--- src/rtl/debounce_bank.sv ---
// Multi-channel synchronizer/debouncer with registered rise/fall pulses.
// Define DEBOUNCE_BANK_REPEAT_EN to enable hold-to-repeat pulses.
module debounce_bank #(
  parameter int CHANNELS      = 8,
  parameter int DELAY         = 335000,
  parameter bit RESET_VAL     = 1'b0,
  parameter int REPEAT_DELAY  = 16750000,
  parameter int REPEAT_PERIOD = 3350000
) (
  input  logic                core_clock,
  input  logic                reset,
  input  logic [CHANNELS-1:0] noisy,
  output logic [CHANNELS-1:0] clean,
  output logic [CHANNELS-1:0] rise,
  output logic [CHANNELS-1:0] fall,
  output logic                changed,
  output logic [CHANNELS-1:0] repeat_pulse
);

  localparam int CNT_W = $clog2(DELAY + 1);
  localparam logic [CNT_W-1:0] CNT_MAX =
    CNT_W'(DELAY - 1);

`ifdef DEBOUNCE_BANK_REPEAT_EN
  localparam int RPT_MAX =
    (REPEAT_DELAY > REPEAT_PERIOD) ?
    REPEAT_DELAY : REPEAT_PERIOD;
  localparam int RCNT_W = $clog2(RPT_MAX + 1);
  localparam logic [RCNT_W-1:0] RD_M1 =
    RCNT_W'(REPEAT_DELAY - 1);
  localparam logic [RCNT_W-1:0] RP_M1 =
    RCNT_W'(REPEAT_PERIOD - 1);
`endif

  if (CHANNELS < 1 || DELAY < 1 ||
      REPEAT_DELAY < 1 || REPEAT_PERIOD < 1)
  begin : g_bad_cfg
    $error("debounce_bank: bad parameters");
  end

  assign changed = |(rise | fall);

  for (genvar i = 0; i < CHANNELS; i++) begin : g_ch
    logic             s1;
    logic             s2;
    logic             cand;
    logic             cl;
    logic             cl_nx;
    logic             rs;
    logic             fl;
    logic [CNT_W-1:0] cnt;

    // clean follows cand only once cand has been stable DELAY cycles
    always_comb begin
      cl_nx = cl;
      if (s2 == cand && cnt == CNT_MAX)
        cl_nx = cand;
    end

    always_ff @(posedge core_clock) begin
      if (reset) begin
        s1   <= RESET_VAL;
        s2   <= RESET_VAL;
        cand <= RESET_VAL;
        cnt  <= '0;
        cl   <= RESET_VAL;
        rs   <= 1'b0;
        fl   <= 1'b0;
      end else begin
        s1 <= noisy[i];
        s2 <= s1;
        if (s2 != cand) begin
          cand <= s2;
          cnt  <= '0;
        end else if (cnt != CNT_MAX) begin
          cnt <= cnt + 1'b1;
        end
        cl <= cl_nx;
        rs <= cl_nx & ~cl;
        fl <= ~cl_nx & cl;
      end
    end

    assign clean[i] = cl;
    assign rise[i]  = rs;
    assign fall[i]  = fl;

`ifdef DEBOUNCE_BANK_REPEAT_EN
    logic [RCNT_W-1:0] rcnt;
    logic [RCNT_W-1:0] lim;
    logic              fired;
    logic              rp;

    assign lim = fired ? RP_M1 : RD_M1;

    // rcnt counts cycles since the rise or the last repeat pulse
    always_ff @(posedge core_clock) begin
      if (reset) begin
        rcnt  <= '0;
        fired <= 1'b0;
        rp    <= 1'b0;
      end else if (!cl_nx || !cl) begin
        rcnt  <= '0;
        fired <= 1'b0;
        rp    <= 1'b0;
      end else if (rcnt == lim) begin
        rcnt  <= '0;
        fired <= 1'b1;
        rp    <= 1'b1;
      end else begin
        rcnt <= rcnt + 1'b1;
        rp   <= 1'b0;
      end
    end

    assign repeat_pulse[i] = rp;
`else
    assign repeat_pulse[i] = 1'b0;
`endif
  end

endmodule

--- config.mk ---
export PLATFORM = sky130hd
export DESIGN_NAME = debounce_bank
export DESIGN_NICKNAME = d
export VERILOG_FILES = /design/src/rtl/debounce_bank.sv
export SDC_FILE = /design/constraint.sdc
export NUM_CORES = 1
export LEC_CHECK = 0
export CORE_MARGIN = 1.5
export CORE_UTILIZATION = 65
export DETAILED_ROUTE_END_ITERATION = 16
export GPL_TIMING_DRIVEN = 1
export PLACE_DENSITY = 0.85
export SYNTH_ARGS = -nofsm -noshare
export SYNTH_HDL_FRONTEND = slang
export SYNTH_SLANG_ARGS = --single-unit
export TNS_END_PERCENT = 100
--- constraint.sdc ---
create_clock -name core_clock -period 5.53 [get_ports core_clock]
set_clock_uncertainty 0.2 [all_clocks]
set_input_delay 0.553 -clock core_clock [delete_from_list [all_inputs] [get_ports core_clock]]
set_output_delay 0.553 -clock core_clock [all_outputs]
set_load 0.01 [all_outputs]
==> run_results.csv <==
group,metric,value,unit
placement,dpl.cell_count,1225,
routing,route.detailed.drc,0,
logic_synthesis,async_reset_ff_share,0,%
logic_synthesis,synth_cell_types,57,
routing,via_per_inst,6.07,
logic_synthesis,synthTopCellsByArea,"dfxtp_1 43%, xnor2_1 3.7%, nand2_1 3.3%, a21oi_1 3.3%, nor2_1 3.2%",
grt,grt_pass1_vias,6736,
sta,setup_viol,0,
clock_tree,clk_latency,0.43,ns
sta,hold_viol_final,0,
clock_tree,cts.clk_slew.worst_paths,0.07,ns
clock_tree,cts_tree,"yes",
setup_path,cp_max_fo,2,
final_layout,final_nets,1082,
clock_tree,clkSinkCount,200,
sta,min_period,2.69,ns
final_layout,area_growth,9.70,%
logic_synthesis,synth_fa_ha_area_share,1.09,%
final_layout,fin_cells,1256,
placement,pre_cts_ws,2.97,ns
logic_synthesis,yosysSeqAreaShare,43.5,%
setup_path,worstPathRequired,4.78,ns
grt,antenna_found_initial,0,
sta,max-slew-margin-rel,56.3,%
setup_path,critical_path_arrival,1.94,ns
sta,rsz0062_at_grt,"false",
logic_synthesis,synthMuxAreaShare,0.761,%
final_layout,diodes,0,
floorplanning,die_x,122,microns
clock_tree,postCtsHoldBufs,0,
logic_synthesis,synth_top_family_by_area,"simple AND/OR/NAND/NOR gates",
pwr,ir_worst_vdd,0.244,mV
floorplanning,start_util,66.6,%
setup_path,worstSetupPathType,"register to primary output",
grt,grt_start_max_net_pins,49,
pwr,p_per_area,284,nW/um^2
grt,grt-ovfl-total,0,
logic_synthesis,yosysTopAreaCell,"dfxtp_1",
placement,io_buffers,34,
sta,slew_violations,0,
clock_tree,cts_resized,0,
setup_path,r2r_cells,4,
logic_synthesis,synth_seq_cells,200,
floorplanning,core,13800,sq um
setup_path,r2r_slack,3.07,ns
routing,vias,7623,
logic_synthesis,synth.top_cell.area_share,43.5,%
outcome,status,"complete, no violations",
routing,first_pass_iters,5,
final_layout,n_fill_cell,1022,
logic_synthesis,synth_edf_count,0,
flow_run,maxCapViolCount,0,
logic_synthesis,synth_cells,1057,
logic_synthesis,synth.avg_cell_area,8.71,sq um
logic_synthesis,synth-simple-area-share,32.5,%
grt,track_usage,25.3,%
clock_tree,cts_inserted_buffers,17,
sta,setup_slack,2.84,ns
placement,routabilityCongestion,0.843,
final_layout,mostFrequentLayoutCells,"200 x dfxtp_1, 82 x nand2_1, 79 x nor2_1, 60 x a21oi_1, 59 x o21ai_0",
routing,detail_route.wirelength,18.5,mm
clock_tree,clk_path_buf_depth,2,
routing,post_drt_wl_per_cell,14.7,microns
placement,dp_hpwl,12.6,mm
sta,timing.final.crit_share,48.6,%
clock_tree,htreeDepth,4,
setup_path,critPathLaunchType,"register",
grt,grt_pass1_wl,30.7,mm
floorplanning,fp.dieH,122,microns
logic_synthesis,synth_compound_area_share,11.3,%
final_layout,drive_above_1_share,6.04,%
min_path,hp-class,"register to register",
final_layout,multi_input_area,4800,sq um
sta,tightest_slew,0.650,ns
routing,ant_nets,0,
clock_tree,cts_root_buf,"clkbuf_16",
floorplanning,rows,43,
routing,drtIter0Drc,542,
floorplanning,num_io_pins,43,
min_path,hold-path-cell-count,1,
logic_synthesis,synth_top_flop_cell,"dfxtp_1",
pwr,p_leak,3.23,nW
clock_tree,post_cts_buffers,0,
final_layout,final_common_cell,"dfxtp_1",
logic_synthesis,yosysWarnings,0,
final_layout,register_area,4000,sq um
sta,fmax,372,MHz
sta,finalSetupTns,0,ns
floorplanning,dieArea,14900,sq um
logic_synthesis,netlist_area,9210,sq um
setup_path,endpoint_kind,"primary output",
logic_synthesis,synthXorXnorAreaFrac,6.18,%
registers in the layout (all words and copies together), names as in the netlist:
register   flops
g_ch.cl        8
g_ch.rs        8
g_ch.s1        8
g_ch.s2        8
g_ch.fl        8
g_ch.cnt     152
g_ch.cand      8
layout make-up:
| cell class | instances | share of cell area [%] |
|---|---|---|
| Multi-Input combinational cell | 782 | 47.5 |
| Sequential cell | 200 | 39.6 |
| Clock buffer | 19 | 4.39 |
| Timing Repair Buffer | 36 | 3.47 |
| Tap cell | 180 | 2.23 |
| Clock inverter | 12 | 1.73 |
| Inverter | 27 | 1.00 |
final timing paths:
path,from,endpoint
max,g_ch[0].fl,changed
min,g_ch[5].s1,g_ch[5].s2
max reg2reg,g_ch[3].cnt[8],g_ch[3].fl
min reg2reg,g_ch[5].s1,g_ch[5].s2
per-layer routing:
metal / track usage, % / vias up / wire (microns)
li1: - / 3851 / -
met1: 33.5 / 3601 / 8880
met2: 41.8 / 151 / 8620
met3: 4.73 / 20 / 701
met4: 8.16 / 0 / 277
met5: 0 / - / 0
stage by stage:
stage	cell area (sq um)	utilization [%]	total power [mW]	hold slack, ns
after global placement	9480	68.6	1.60	0.218
after floorplan	9230	-	1.58	0.214
after global routing	10100	73.0	2.95	0.257
final	10100	73.0	2.87	0.238
after detailed placement	9480	68.6	1.60	0.225
after CTS	10100	73.0	2.88	0.241
critical path: stages (launching register included):
cell	delay, ns
dfxtp_1	0.31
nor4_1	0.50
nand4_1	0.18
clkdlybuf4s50_1	0.51
cell families after synthesis:
kind of cell / after synthesis
other: 1
AOI/OAI and AO/OA: 180
DFF: 200
adders and majority gates: 8
and+or+nand+nor: 514
muxes: 7
buffers and inverters: 82
xor gates and xnor gates: 65
power breakdown:
group          total, mW  switching, mW  internal (mW)  leakage, nW
clock               1.29          0.527          0.766        0.295
sequential          1.48         0.0225           1.46         1.62
combinational     0.0888         0.0562         0.0325         1.32
Yosys cell counts, drive strengths merged (2+ instances only):
cell type,number
dfxtp,200
nand2,82
nor2,79
o21ai,64
a21oi,60
nand3,57
nor3,46
xnor2,39
or3,38
nand4,37
nor4,34
or4,34
buf,33
inv,27
xor2,26
nor2b,25
clkbuf,22
a31oi,15
and3,13
nor4bb,13
or2,13
nor4b,11
and4,8
ha,8
o211ai,8
o31ai,8
a21boi,7
and2,7
mux2i,7
a211o,6
nand2b,5
nand4bb,4
and4b,3
a211oi,2
a31o,2
nand4b,2
o21a,2
or4b,2
Note: power is estimated with default switching activity, not from simulation.
==> variant 1, RTL diff (same settings) <==
Register the input `noisy` before use, cleared by the reset. The logic sees it one clock later.
--- a/src/rtl/debounce_bank.sv
+++ b/src/rtl/debounce_bank.sv
@@ -22,2 +22,12 @@
     CNT_W'(DELAY - 1);
+
+  logic [CHANNELS-1:0] noisy_q;
+
+  always_ff @(posedge core_clock) begin
+    if (reset) begin
+      noisy_q <= '0;
+    end else begin
+      noisy_q <= noisy;
+    end
+  end
 
@@ -69,3 +79,3 @@
       end else begin
-        s1 <= noisy[i];
+        s1 <= noisy_q[i];
         s2 <= s1;
Function: same outputs for any inputs over 10 cycles, from zero or initial values and one cycle with reset high; that may be too few to reach the edited logic, so the function may still have changed.
==> variant 1 against the original RTL <==
  * Count of clock-buffer cells in the layout increased by 14
  * Via count rose by 0.85%
  * Largest cell class unchanged
  * Worst hold slack lost 0.011 ns
  * Sequential cell count increased by 8
  * Critical path depth stayed put
  * Final area rose by 2.6%
  * Worst setup slack got worse by 0.15 ns
  * Total power up 7.7%
  * Utilization is 0.76 points higher
  * Fmax decreased by 5.2%
  * Wire length rose by 0.59%
  * Synthesized area rose by 2.5%
  * Largest power group unchanged
==> variant 1: results (changes against the original RTL) <==
| Metric | Value |
|---|---|
| Post-DP HPWL | `12.6 mm (about the same)` |
| DP Worst Slack | `2.95 ns (-0.0225 ns)` |
| Slew headroom | `39.9% (-16 points)` |
| Clk Latency, worst-skew pair | `0.50 ns (+0.07 ns)` |
| Gr usage total | `24.9% (-0.45 points)` |
| CP arrival | `2.09 ns (+0.15 ns)` |
| Sequential element share of the synthesized area | `44.1% (+0.65 points)` |
| Top cells by area, synth | `dfxtp_1 44%, xnor2_1 4.5%, nor2_1 3.5%` |
| Final #Nets | `1,093 (+1.0%)` |
| # fillers | `1,038 (+1.6%)` |
| Leakage power total | `3.37 nW (+4.4%)` |
| Largest net degree at the start of global routing | `41 (-16%)` |
| Reg2reg start | `g_ch[3].cnt[3]` |
| P_int | `0.00245 W (+8.3%)` |
| Reg2reg setup slack | `3.24 ns (+0.17 ns)` |
| Post-CTS Repair Setup Buffers | `0 (unchanged)` |
| Routability cong. | `0.820 (-2.7%)` |
| Post-layout min period | `2.84 ns (+0.148 ns)` |
| CP max stage delay | `0.61 ns (+0.10 ns)` |
| Status | `complete, no violations` |
| Vias in the first global route | `6,946 (+3.1%)` |
| Maximum vdd drop | `221 uV (-9.1%)` |
| H-Tree Depth | `1 (-3)` |
| CTS buffer count | `22 (+5)` |
| FF-to-FF End | `g_ch[3].cnt[16]` |
==> variant 1: per-stage QoR <==
step           power [W]  hold WS, ns  std cells
3_5_place_dp     0.00166        0.220       1231
5_1_grt          0.00318        0.256       1269
2_1_floorplan    0.00164        0.214       1084
3_3_place_gp     0.00166        0.216       1231
6_report         0.00309        0.227       1269
4_1_cts          0.00311        0.233       1269
==> variant 1: power groups by stage <==
stage | logic, W | registers (W) | clock network [W]
after detailed placement | 0.0000844 | 0.00158 | 0
after global placement | 0.0000820 | 0.00158 | 0
after floorplan | 0.0000717 | 0.00157 | 0
after global routing | 0.0000977 | 0.00155 | 0.00154
final | 0.0000856 | 0.00155 | 0.00145
after CTS | 0.0000853 | 0.00154 | 0.00148
==> variant 1: how the worst min path moves through the flow <==
stage,endpoint,slack [ns],depth (start not counted),start
6_report,g_ch[4].s1,0.23,1,noisy_q[4]
5_1_grt,g_ch[5].s2,0.26,1,g_ch[5].s1
4_1_cts,g_ch[4].s1,0.23,1,noisy_q[4]
3_5_place_dp,g_ch[1].s2,0.22,1,g_ch[1].s1
3_3_place_gp,g_ch[1].s1,0.22,1,noisy_q[1]
2_1_floorplan,g_ch[0].s1,0.21,1,noisy_q[0]
==> variant 1: critical path, delay by kind of cell, from the launching register on <==
family	cells	cell delay, ns
and+or+nand+nor	2	0.78
DFF	1	0.31
buffers and inverters	1	0.50
==> variant 1: cell families after synthesis <==
| family | Yosys count | share of synthesized area, % |
|---|---|---|
| other | 1 | 0.0398 |
| muxes | 11 | 1.17 |
| buffers and inverters | 91 | 4.96 |
| adders and majority gates | 8 | 1.06 |
| AOI/OAI and AO/OA | 153 | 9.15 |
| DFF | 208 | 44.1 |
| xor gates and xnor gates | 75 | 6.96 |
| and+or+nand+nor | 530 | 32.5 |
==> variant 1: layout make-up <==
| class | instances | area [um^2] | area share [%] |
|---|---|---|---|
| clock buffers | 33 | 643 | 6.21 |
| clock inverters | 5 | 75.1 | 0.724 |
| inverters | 23 | 86.3 | 0.833 |
| multi-input cells | 785 | 4830 | 46.6 |
| flip-flops and latches | 208 | 4160 | 40.2 |
| well taps | 180 | 225 | 2.17 |
| repair buffers | 35 | 343 | 3.31 |
==> variant 1: per-layer routing <==
layer	wire [um]	share of wire, %	up-vias	track usage [%]
met1	8620	46	3601	32.8
met5	0	0	-	0
li1	-	-	3872	-
met2	8710	47	181	42.3
met4	420	2.3	0	7.18
met3	849	4.6	34	3.87
==> variant 2, RTL diff (config.mk and constraints unchanged) <==
Made on the original files. The parameter `CHANNELS` goes from 8 to 9.
--- a/src/rtl/debounce_bank.sv
+++ b/src/rtl/debounce_bank.sv
@@ -3,3 +3,3 @@
 module debounce_bank #(
-  parameter int CHANNELS      = 8,
+  parameter int CHANNELS      = 9,
   parameter int DELAY         = 335000,
Interface: changed (5 resized); port bits go from 43 to 48. The function was not compared with the original's and may differ.
==> variant 2 against the original RTL <==
  * Worst setup slack worse by 0.46 ns
  * Synthesized area up 12%
  * Sequential share of layout area up 0.096 points
  * Wire length up 14%
  * Sequential power up 14%
  * Sequential cell count up 25
  * Critical path depth up 1
  * Final area up 12%
  * Die area up 12%
  * Count of clock-buffer cells in the layout up 9
  * Total power up 14%
==> variant 2: results (changes against the original RTL) <==
| Metric | Value |
|---|---|
| Sequential element share of the synthesized area | `43.5% (about the same)` |
| Post-synthesis adder-cell area fraction | `1.09% (about the same)` |
| WHS | `0.236 ns (-0.00253 ns)` |
| Status | `complete, no violations` |
| Final #Nets | `1,216 (+12%)` |
| # port buffers | `38 (+12%)` |
| Reg2reg start | `g_ch[3].cnt[3]` |
| Post-synth top cells | `225 x dfxtp_1, 97 x nor2_1, 85 x nand2_1, 69 x nand3_1, 69 x o21ai_0` |
| Reg2reg setup slack | `3.22 ns (+0.15 ns)` |
| Top cells by area, synth | `dfxtp_1 44%, xnor2_1 3.7%, nor2_1 3.5%` |
| Vias per inst | `6.05 (-0.36%)` |
| Leakage power total | `3.67 nW (+14%)` |
| Routability cong. | `0.876 (+3.9%)` |
| Yosys warns | `0 (unchanged)` |
| Clock root buffer | `clkbuf_16` |
| Slew headroom | `54.3% (-2.0 points)` |
| Mux cell area share after synthesis | `0.870% (+0.11 points)` |
| HP Start | `g_ch[4].s1` |
| Global-route wire length before repair | `35.9 mm (+17%)` |
| CP arrival | `2.40 ns (+0.46 ns)` |
| Vias in the first global route | `7,867 (+17%)` |
| Clock transition at path regs | `0.06 ns` |
| Post-DP HPWL | `14.8 mm (+18%)` |
| Placed inst area | `10,600 um^2 (+12%)` |
| Largest net degree at the start of global routing | `36 (-27%)` |
| Post-synthesis xor/xnor area fraction | `6.94% (+0.75 points)` |
| Primary FF master, synth | `dfxtp_1` |
| CTS buffer count | `22 (+5)` |
| FF-to-FF End | `g_ch[3].cnt[16]` |
| H-Tree Depth | `1 (-3)` |
| Initial DRC Count | `446 (-18%)` |
| Area fraction in compound gates after synthesis | `9.85% (-1.4 points)` |
| Worst hold endpoint | `g_ch[4].s2` |
| Share of post-route cells with drive strength above 1 | `4.71% (-1.3 points)` |
| Max reg flops | `171 (+13%)` |
| Final WL | `21.2 mm (+14%)` |
| Maximum vdd drop | `237 uV (-2.7%)` |
| Clk Latency, worst-skew pair | `0.50 ns (+0.07 ns)` |
| Post-synth cell types | `51 (-11%)` |
| Longest Clk Path Bufs | `3 (+1)` |
| Gr usage total | `25.5% (+0.18 points)` |
| DP Worst Slack | `2.89 ns (-0.0880 ns)` |
| CP max stage delay | `0.50 ns` |
==> variant 2: cell types whose count changed after synthesis, moves of 12 or more <==
cell      change
dfxtp_1      +25
nor2_1       +18
xor2_1       +12
nand4_1      +23
or3_1        +13
clkbuf_1     +12
inv_1        -15
nand3_1      +14
==> variant 2: how the worst max path moves through the flow <==
| stage | cells after the start | from | to | slack, ns |
|---|---|---|---|---|
| 2_1_floorplan | 2 | g_ch[1].fl | changed | 3.47 |
| 3_3_place_gp | 4 | reset | g_ch[6].cnt[0] | 2.92 |
| 3_5_place_dp | 4 | reset | g_ch[6].cnt[17] | 2.89 |
| 4_1_cts | 4 | g_ch[6].rs | changed | 2.43 |
| 5_1_grt | 4 | g_ch[6].rs | changed | 2.38 |
| 6_report | 4 | g_ch[6].rs | changed | 2.38 |
==> variant 2: report_power, final <==
part / switching [W] / internal (W)
Clock: 0.000615 / 0.000869
Sequential: 0.0000289 / 0.00165
Combinational: 0.0000676 / 0.0000445
==> variant 2: per-stage QoR <==
stage | power [W] | std cells | util, %
after global placement | 0.00182 | 1383 | 69.1
after global routing | 0.00339 | 1422 | 73.7
final | 0.00327 | 1422 | 73.7
after CTS | 0.00330 | 1422 | 73.7
after detailed placement | 0.00182 | 1383 | 69.1
after floorplan | 0.00179 | 1208 | -
==> variant 2: layer usage <==
layer | track usage [%] | up-vias | wire, um
li1 | - | 4334 | -
met1 | 34.0 | 4040 | 9770
met5 | 0 | - | 0
met2 | 42.7 | 182 | 9880
met4 | 8.20 | 0 | 622
met3 | 3.76 | 43 | 877
==> variant 2: layout make-up <==
class	count	area, um^2
Timing Repair Buffer	41	398
Sequential cell	225	4500
Multi-Input combinational cell	894	5400
Tap cell	211	264
Clock inverter	11	116
Inverter	12	45.0
Clock buffer	28	604
Fill cell	1161	4040
